`config.mk`:
```
export PLATFORM = sky130hd
export DESIGN_NAME = nibble_serial_adder_seq
export DESIGN_NICKNAME = d
export VERILOG_FILES = /design/src/rtl/nibble_serial_adder_seq.sv
export SDC_FILE = /design/constraint.sdc
export NUM_CORES = 1
export LEC_CHECK = 0
export BUFFER_PORTS_ARGS = -buffer_cell sky130_fd_sc_hd__buf_4
export CAP_MARGIN = 20
export CORE_MARGIN = 2
export CORE_UTILIZATION = 30
export DETAILED_ROUTE_END_ITERATION = 12
export PLACE_DENSITY = 0.6
export SETUP_SLACK_MARGIN = 0.5
export SKIP_LAST_GASP = 1
export SYNTH_ARGS = -nofsm -noshare
export SYNTH_HDL_FRONTEND = slang
export SYNTH_SLANG_ARGS = --single-unit
```
`constraint.sdc`:
```
create_clock -name clk -period 4.2 [get_ports clk]
set_input_delay 0.21 -clock clk [delete_from_list [all_inputs] [get_ports clk]]
set_output_delay 0.21 -clock clk [all_outputs]
set_load 0.1 [all_outputs]
```
`src/rtl/nibble_serial_adder_seq.sv`:
```
// rtl/nibble_serial_adder_seq.sv - nibble-serial wide adder driving an external combinational 4-bit adder
module nibble_serial_adder_seq #(
    parameter int NIBBLES = 4
) (
    input  logic                 clk,
    input  logic                 rst_n,
    input  logic                 in_valid,
    output logic                 in_ready,
    input  logic [4*NIBBLES-1:0] in_a,
    input  logic [4*NIBBLES-1:0] in_b,
    output logic [3:0]           adder_a,
    output logic [3:0]           adder_b,
    input  logic [3:0]           adder_result,
    input  logic                 adder_carry,
    output logic                 out_valid,
    input  logic                 out_ready,
    output logic [4*NIBBLES-1:0] out_sum,
    output logic                 out_carry
);

    localparam int W  = 4 * NIBBLES;
    localparam int IW = $clog2(NIBBLES);
    localparam logic [IW-1:0] LAST = IW'(NIBBLES - 1);

    typedef enum logic [1:0] {
        IDLE,
        ADD,
        DONE
    } state_t;

    state_t        state;
    // Upper nibbles still waiting to be presented to the adder; shifted down each step
    logic [W-5:0]  a_rest;
    logic [W-5:0]  b_rest;
    logic [IW-1:0] idx;
    logic          cin;
    logic [4:0]    nib_sum;
    logic          next_cin;

    // Fold the ripple carry into the external adder's result; both carries are never set together
    always_comb begin
        nib_sum  = {1'b0, adder_result} + {4'b0000, cin};
        next_cin = adder_carry | nib_sum[4];
    end

    // Control FSM with registered handshake and adder-operand outputs
    always_ff @(posedge clk or negedge rst_n) begin
        if (!rst_n) begin
            state     <= IDLE;
            in_ready  <= 1'b1;
            out_valid <= 1'b0;
            out_sum   <= '0;
            out_carry <= 1'b0;
            adder_a   <= 4'h0;
            adder_b   <= 4'h0;
            a_rest    <= '0;
            b_rest    <= '0;
            idx       <= '0;
            cin       <= 1'b0;
        end else begin
            case (state)
                IDLE: begin
                    if (in_valid) begin
                        adder_a  <= in_a[3:0];
                        adder_b  <= in_b[3:0];
                        a_rest   <= in_a[W-1:4];
                        b_rest   <= in_b[W-1:4];
                        idx      <= '0;
                        cin      <= 1'b0;
                        in_ready <= 1'b0;
                        state    <= ADD;
                    end
                end
                ADD: begin
                    out_sum[4*idx +: 4] <= nib_sum[3:0];
                    cin                 <= next_cin;
                    if (idx == LAST) begin
                        out_carry <= next_cin;
                        adder_a   <= 4'h0;
                        adder_b   <= 4'h0;
                        idx       <= '0;
                        out_valid <= 1'b1;
                        state     <= DONE;
                    end else begin
                        adder_a <= a_rest[3:0];
                        adder_b <= b_rest[3:0];
                        a_rest  <= a_rest >> 4;
                        b_rest  <= b_rest >> 4;
                        idx     <= idx + 1'b1;
                    end
                end
                DONE: begin
                    if (out_ready) begin
                        out_valid <= 1'b0;
                        in_ready  <= 1'b1;
                        state     <= IDLE;
                    end
                end
                default: begin
                    state <= IDLE;
                end
            endcase
        end
    end

endmodule
```
==> impl_metrics.csv, run 1 <==
group,metric,value,unit
layout,fin_nets,320,
layout,final_cell_area,3340,um2
floorplan,ios,68,
layout,seqCellArea,1400,um2
timing,fin_crit_sh,53.6,%
floorplan,design.die.area,9680,um2
clock_tree,h-tree-depth,2,
logic_synthesis,yosysMostFrequentCell,"dfrtp_1",
placement,post-dp-hpwl,4.16,mm
run_status,outcome,"finished, final reports clean",
routing,ant_nets,0,
timing,fin_worst_skew,0.00611,ns
logic_synthesis,avgSynthCellArea,13.1,um2
routing,routedWlPerCell,14.7,um
placement,gp_congestion,0.790,
placement,place_area,3240,um2
placement,numPortBuffers,67,
floorplan,num_rows,34,
logic_synthesis,netlist.area_leader.share,51.5,%
routing,dr.pass1.iters,4,
timing,tightest_slew,0.728,ns
critical_path,critPathLaunchType,"register",
grt,track_usage,11.8,%
critical_path,critPathArrivalTime,2.45,ns
logic_synthesis,synthesis.nets,253,
routing,wl,5.60,mm
timing,maxSlewViolCount,0,
timing,min_period,2.25,ns
clock_tree,cts.sinks,56,
critical_path,cp.required,4.40,ns
layout,nFillCells,880,
layout,n_antenna_cell,0,
grt,antenna_found_initial,0,
logic_synthesis,synthFlopType,"dfrtp_1",
grt,grt_max_degree,57,
logic_synthesis,synth_common_cells,"dfrtp_1, mux2_4, nand2_1",
timing,rsz0062_at_grt,"no",
timing,fmax,0.444,GHz
critical_path,reg2reg_slack,1.95,ns
floorplan,initial_core_util,30.8,%
logic_synthesis,synthArstFlopShare,100,%
clock_tree,clkSlewWorstSetupHoldPaths,0.10,ns
timing,setup_viol,0,
layout,layout-drive-gt1-share,41.9,%
timing,hold_viol_final,0,
logic_synthesis,yosys_warnings,0,
floorplan,die_x,98.4,um
logic_synthesis,synth_seq_area_share,52.5,%
clock_tree,cts_tree,"done",
logic_synthesis,synth-edff-count,0,
floorplan,die_y,98.4,um
critical_path,worstSetupPathDepth,3,
timing,setup-tns-final,0,ns
critical_path,crit_slowest_cell,"dfrtp_1",
grt,grt_pass1_wl,9.20,mm
logic_synthesis,synth_cell_types,34,
timing,worst_hold_slack,0.110,ns
routing,drc_errors,0,
logic_synthesis,synthTopCellsByArea,"dfrtp_1, mux2_4, mux2_2",
routing,drt_iter0_drc,99,
flow_run,drv_cap,0,
hold_path,whs_path_depth,2,
critical_path,critPathMaxFanout,21,
critical_path,cp_top_family,"flip-flops",
critical_path,slowest_delay,0.77,ns
routing,via_per_inst,4.66,
clock_tree,cts_made_buffers,5,
critical_path,crit_buf_inv,0,
clock_tree,cts_max_path_buffers,2,
grt,first_global_vias,1830,
critical_path,worst_r2r_path_depth,3,
critical_path,path_class,"reg2reg",
timing,worst_slew_margin_rel,51.5,%
logic_synthesis,syn_area,2670,um2
hold_path,worstHoldPathType,"in2reg",
floorplan,core_area,8680,um2
grt,overflow,0,
logic_synthesis,yosysTopAreaCell,"dfrtp_1",
layout,area_delta_synth_final,25.0,%
layout,multi_input_area,1170,um2
critical_path,cp_cell_sequence,"nor2b_4 > mux2_2 > mux2_4",
clock_tree,ctsRootBufferMaster,"clkbuf_8",
clock_tree,clock_latency,0.31,ns
logic_synthesis,synth.ff_latch_count,56,
critical_path,endpoint_kind,"register",
logic_synthesis,syn_inst,204,
routing,vias,1769,
-- layout make-up --
type                    instances  share of cell area [%]
clock inverters                 3                   0.712
inverters                       7                   0.862
clock buffers                   5                    2.06
well taps                     108                    4.05
repair buffers                 68                    15.4
multi-input cells             133                    35.0
flip-flops and latches         56                    42.0
-- kinds of logic (layout without fill, tap and decap cells) --
group / after synthesis / count (layout) / synth area share, %
and+or+nand+nor: 46 / 46 / 10.1
xor gates and xnor gates: 2 / 2 / 0.656
adders and majority gates: 8 / 8 / 3.75
DFF: 56 / 56 / 52.5
buffers and inverters: 15 / 83 / 3.84
muxes: 32 / 32 / 16.2
AOI/OAI and AO/OA: 45 / 45 / 13.0
-- cells in the final DEF, fill, tap and decap left out --
cell | netlist | final
dfrtp_1 | 55 | 55
nor2_1 | 5 | 5
nand2_1 | 17 | 17
nor3b_2 | 1 | 1
o21bai_2 | 1 | 1
clkinvlp_4 | 0 | 2
o21ai_0 | 2 | 2
ha_1 | 8 | 8
inv_4 | 1 | 1
or3b_1 | 2 | 2
a221o_1 | 8 | 8
or3b_2 | 1 | 1
nor2b_4 | 1 | 1
a21oi_1 | 4 | 4
nand3b_1 | 6 | 6
a31oi_1 | 2 | 2
o21ai_1 | 5 | 5
xnor2_1 | 1 | 1
nand3_1 | 1 | 1
a21o_1 | 1 | 1
inv_1 | 6 | 6
xor2_1 | 1 | 1
nand2b_1 | 2 | 2
o31ai_1 | 9 | 9
nor3b_1 | 8 | 8
or2_1 | 1 | 1
mux2_2 | 13 | 13
clkbuf_8 | 0 | 5
or2_2 | 1 | 1
clkinv_4 | 0 | 1
dfstp_2 | 1 | 1
buf_4 | 0 | 67
dlygate4sd3_1 | 0 | 1
a22o_1 | 13 | 13
mux2_4 | 19 | 19
-- routing by layer --
metal | global-route usage [%] | wire length [um] | vias to the layer above
met5 | 0 | 0 | -
met4 | 3.16 | 41 | 0
met3 | 3.36 | 310 | 5
met2 | 18.7 | 2610 | 47
met1 | 16.0 | 2630 | 832
li1 | - | - | 885
-- stage by stage --
step / util (%) / worst slack, ns / cells
6_report: 38.5 / 1.95 / 380
5_1_grt: 38.5 / 1.81 / 380
4_1_cts: 38.5 / 1.93 / 380
3_5_place_dp: 37.3 / 1.97 / 371
3_3_place_gp: 37.3 / 2.01 / 371
2_1_floorplan: - / 2.38 / 204
-- what timing repair did --
item	in CTS	in global routing
hold buffers	1	0
hold endpoints to repair	55	0
gates resized for setup	0	0
buffers inserted	0	0
-- registers in the layout, summed over array words and instances (netlist names) --
register / cells
cin: 1
adder_a: 4
b_rest: 12
state: 2
out_carry: 1
idx: 2
in_ready: 1
out_sum: 16
out_valid: 1
a_rest: 12
adder_b: 4
-- path summary, 6_finish.rpt --
kind                                 start         end
worst max-delay path              state[0]   a_rest[6]
worst max register to register    state[0]   a_rest[6]
worst min register to register  out_sum[6]  out_sum[6]
worst min-delay path              in_b[13]   b_rest[9]
min in group asynchronous            rst_n  out_sum[0]
max in group asynchronous            rst_n  adder_a[1]
Power of run 1 is left out: the tool's default activity adds up to more than one toggle a clock period on the data nets, which glitch-free logic cannot reach.
==> run 2: changes to the inputs <==
Clock period 4.2 ns to 2.1 ns, I/O delays scaled along.
==> run 2 against run 1 <==
Net effect:
- non-clock buffer count up 17
- sequential share of layout area down 2.7 points
- register-to-register slack worse by 1.5 ns
- maximum frequency up 40%
==> impl_metrics.csv, run 2 (same netlist as run 1, synthesis figures left out) <==
group,metric,value,unit
clock_tree,cts_max_path_buffers,2,
critical_path,critPathLaunchType,"register",
timing,setup-tns-final,0,ns
grt,track_usage,12.0,%
hold_path,worstHoldPathType,"in2reg",
routing,dr.pass1.iters,6,
grt,overflow,0,
placement,preCtsSetupSlack,0.269,ns
clock_tree,cts_tree,"done",
critical_path,worst_r2r_path_depth,5,
critical_path,endpoint_kind,"register",
routing,ant_nets,0,
layout,layout-drive-gt1-share,50.2,%
clock_tree,cts_made_buffers,5,
timing,min_period,1.61,ns
floorplan,num_rows,34,
critical_path,cp.required,2.34,ns
placement,numPortBuffers,67,
critical_path,reg2reg_slack,0.49,ns
timing,rsz0062_at_grt,"yes",
critical_path,critPathArrivalTime,1.84,ns
hold_path,min_to,"b_rest[11]",
layout,nFillCells,853,
critical_path,worst_r2r_endpoint,"out_sum[11]",
routing,vias,1863,
grt,antenna_found_initial,0,
timing,tightest_slew,0.705,ns
floorplan,design.die.area,9680,um2
run_status,outcome,"finished, final reports clean",
timing,setup_viol,0,
timing,fin_worst_skew,0.00907,ns
placement,post-dp-hpwl,4.13,mm
floorplan,die_x,98.4,um
layout,fin_nets,339,
timing,hold_viol_final,0,
routing,drc_errors,0,
timing,fin_crit_sh,76.5,%
clock_tree,clock_latency,0.31,ns
clock_tree,ctsRootBufferMaster,"clkbuf_8",
floorplan,core_area,8680,um2
layout,largest_reg_flops,16,
floorplan,die_y,98.4,um
placement,gp_congestion,0.700,
grt,first_global_vias,1907,
routing,drt_iter0_drc,68,
clock_tree,cts.sinks,56,
routing,wl,5.86,mm
hold_path,whs_path_depth,2,
layout,n_antenna_cell,0,
timing,fmax,0.622,GHz
flow_run,drv_cap,0,
floorplan,initial_core_util,30.8,%
timing,maxSlewViolCount,0,
critical_path,critPathMaxFanout,6,
critical_path,cp_cell_sequence,"inv_4 > ha_4 > or3b_4 > or2_1 > o21ai_1",
layout,top_register,"out_sum",
layout,final_common_cell,"buf_4",
routing,routedWlPerCell,14.7,um
critical_path,path_class,"reg2reg",
layout,reg_top3,"out_sum: 16 flops, a_rest: 12 flops, b_rest: 12 flops",
timing,worst_slew_margin_rel,53.0,%
critical_path,slowest_delay,0.45,ns
floorplan,ios,68,
grt,grt_pass1_wl,9.45,mm
routing,via_per_inst,4.67,
timing,fin_ws,0.493,ns
critical_path,crit_slowest_cell,"dfrtp_2",
critical_path,r2r-start,"idx[1]",
grt,grt_max_degree,57,
layout,area_delta_synth_final,33.9,%
clock_tree,h-tree-depth,2,
clock_tree,clkSlewWorstSetupHoldPaths,0.10,ns
layout,mostFrequentLayoutCells,"buf_4, dfrtp_1, mux2_4",
hold_path,min-delay-start,"in_b[15]",
run 2: changes by cell type in the layout (fill, tap and decap cells not counted), sizes merged:
cell / delta
buf: +17
clkbuf: +1
clkinv: +1
clkinvlp: -2
inv: +2
run 2: worst max path at each step:
stage,from,depth (start not counted),endpoint,slack (ns)
after floorplan,idx[0],7,a_rest[0],0.42
after global placement,idx[0],5,b_rest[4],0.30
after detailed placement,idx[0],5,b_rest[1],0.27
after CTS,state[0],5,b_rest[1],0.48
after global routing,idx[0],5,out_sum[11],0.44
final,idx[1],5,out_sum[11],0.49
run 2: through the flow:
| step | util (%) | hold slack (ns) | area [um2] | instances |
|---|---|---|---|---|
| floorplan | - | -0.191 | 2710 | 204 |
| global placement | 38.1 | 0.205 | 3310 | 374 |
| detailed placement | 38.1 | 0.205 | 3310 | 374 |
| CTS | 40.3 | 0.00291 | 3500 | 390 |
| global route | 41.2 | 0.00276 | 3580 | 399 |
| finish | 41.2 | 0.00647 | 3580 | 399 |
run 2: layer usage:
| metal | routed length (um) | global-route usage, % | up-vias |
|---|---|---|---|
| li1 | - | - | 918 |
| met3 | 303 | 2.86 | 4 |
| met4 | 37 | 2.21 | 0 |
| met1 | 2750 | 16.5 | 890 |
| met5 | 0 | 0 | - |
| met2 | 2770 | 19.7 | 51 |
run 2: area by class of cell:
type / instances / area (um2) / area share (%)
flip-flops and latches: 56 / 1410 / 39.3
multi-input cells: 133 / 1230 / 34.5
repair buffers: 85 / 657 / 18.4
well taps: 108 / 135 / 3.77
clock buffers: 6 / 82.6 / 2.31
inverters: 7 / 38.8 / 1.08
repair inverters: 2 / 15.0 / 0.419
clock inverters: 2 / 10.0 / 0.280
run 2: what timing repair did:
action,in CTS,in global routing
hold buffers,1,0
buffers inserted,6,8
pin swaps,2,2
hold endpoints to repair,55,0
endpoints found under the setup margin,34,36
gates resized for setup,11,6
gates cloned,1,1
run 2: worst max-delay path: cells and delay by family, from the launching register on:
family	cells	cell delay [ns]
compound gates	1	0.12
fa+ha+maj	1	0.29
buf+inv	1	0.06
flops	1	0.45
simple gates	2	0.61
Power of run 2 is left out for the same reason.
==> run 3: changes to the inputs <==
Settings changed: PLACE_DENSITY 0.6 to 0.62.
Clock period 2.1 ns to 1.34 ns, I/O delays scaled along.
==> run 3 against run 2 <==
Net effect:
- the run now ends with negative setup slack left
- clock skew down 0.0057 ns
- final area rose by 26%
- sequential share of layout area is 7.3 points lower
- non-clock buffer count is 40 higher
- global-route usage rose by 1.8 points
- clock-buffer cell count up 1
- via count rose by 11%
==> impl_metrics.csv, run 3 (same netlist as run 1, synthesis figures left out) <==
group,metric,value,unit
clock_tree,cts_made_buffers,5,
floorplan,core_area,8680,um2
run_status,outcome,"finished, violations left",
grt,overflow,0,
floorplan,die_y,98.4,um
critical_path,endpoint_kind,"register",
grt,first_global_vias,2180,
routing,drt_iter0_drc,46,
critical_path,startpoint,"idx[0]",
layout,layout.cells.non_filler,440,
critical_path,crit_buf_inv,1,
critical_path,reg2reg_slack,-0.28,ns
critical_path,crit_slowest_cell,"dfrtp_2",
critical_path,cp.required,1.58,ns
floorplan,num_rows,34,
clock_tree,cts.sinks,56,
run_status,violations,"negative setup slack",
placement,numPortBuffers,67,
routing,drc_errors,0,
layout,area_delta_synth_final,68.6,%
floorplan,die_x,98.4,um
layout,reg_top3,"out_sum: 16 flops, a_rest: 12 flops, b_rest: 12 flops",
grt,antenna_found_initial,0,
clock_tree,h-tree-depth,2,
layout,mostFrequentLayoutCells,"buf_4, dfrtp_2, dfrtp_1",
grt,track_usage,13.9,%
hold_path,worstHoldPathType,"in2reg",
grt,grt_max_degree,24,
floorplan,ios,68,
routing,wl,6.72,mm
layout,layout-drive-gt1-share,66.0,%
placement,dp.cells,402,
timing,fin_ws,-0.279,ns
timing,maxSlewViolCount,0,
floorplan,design.die.area,9680,um2
critical_path,r2r-start,"idx[0]",
critical_path,path_class,"reg2reg",
timing,fin_worst_skew,0.00339,ns
routing,ant_nets,0,
layout,top_register,"out_sum",
timing,fin_crit_sh,121,%
grt,grt_pass1_wl,10.8,mm
clock_tree,ctsRootBufferMaster,"clkbuf_8",
critical_path,cp_cell_sequence,"inv_4 > ha_4 > or3b_4 > or2_4 > o21ai_1",
clock_tree,cts_max_path_buffers,2,
clock_tree,cts_tree,"done",
critical_path,critPathArrivalTime,1.85,ns
routing,vias,2067,
routing,via_per_inst,4.70,
layout,final_common_cell,"buf_4",
layout,n_antenna_cell,0,
timing,setup-tns-final,-7.89,ns
timing,fmax,0.618,GHz
timing,min_period,1.62,ns
critical_path,slowest_delay,0.45,ns
critical_path,critPathMaxFanout,5,
timing,worst_slew_margin_rel,79.0,%
routing,dr.pass1.iters,4,
timing,setup_viol,48,
critical_path,critPathLaunchType,"register",
timing,worst_hold_slack,0.0472,ns
timing,rsz0062_at_grt,"yes",
flow_run,drv_cap,0,
critical_path,cp_top_family,"simple AND/OR/NAND/NOR gates",
hold_path,min-delay-start,"out_ready",
timing,hold_viol_final,0,
routing,routedWlPerCell,15.3,um
timing,tightest_slew,0.315,ns
placement,gp_congestion,0.741,
clock_tree,clkSlewWorstSetupHoldPaths,0.10,ns
layout,fin_nets,380,
placement,post-dp-hpwl,4.66,mm
placement,preCtsSetupSlack,-0.298,ns
layout,largest_reg_flops,16,
floorplan,initial_core_util,30.8,%
clock_tree,clock_latency,0.30,ns
==> run 3: worst min-delay path, delay by kind of cell <==
family                 cells  cell delay, ns
AO/OA/AOI/OAI              1            0.06
buffers and inverters      1            0.09
AND/OR/NAND/NOR            1            0.10
==> run 3: what timing repair did <==
item	4_1_cts	5_1_grt
gates resized for setup	95	35
setup buffers	13	4
endpoints found under the hold margin	64	0
endpoints found under the setup margin	83	83
pin swaps	15	18
hold buffers	9	0
gates cloned	4	0
==> run 3: final timing paths <==
path / to / cells after the start
min: in_ready / 3
max reg2reg: out_sum[11] / 5
max: out_sum[11] / 5
max in group asynchronous: adder_a[2] / 3
min reg2reg: a_rest[8] / 1
min in group asynchronous: out_sum[1] / 2
==> run 3: area by class of cell <==
cell class              instances  area [um2]
clock buffers                   7        96.3
repair inverters                2        20.0
fillers                       751        4170
repair buffers                125        1360
well taps                     108         135
clock inverters                 1        30.0
inverters                       7        38.8
multi-input cells             134        1390
flip-flops and latches         56        1440
==> run 3: metal layers <==
layer	track usage, %	up-vias	share of wire (%)
li1	-	1005	-
met1	17.1	1010	42
met2	25.1	48	54
met3	2.79	4	3.4
met4	2.85	0	0.65
met5	0	-	0
==> run 3: metrics by stage <==
stage / util, % / area (um2)
after CTS: 49.9 / 4330
after global routing: 51.9 / 4510
after global placement: 41.5 / 3600
after floorplan: - / 2790
after detailed placement: 41.5 / 3600
final: 51.9 / 4510
Power of run 3 is left out for the same reason.
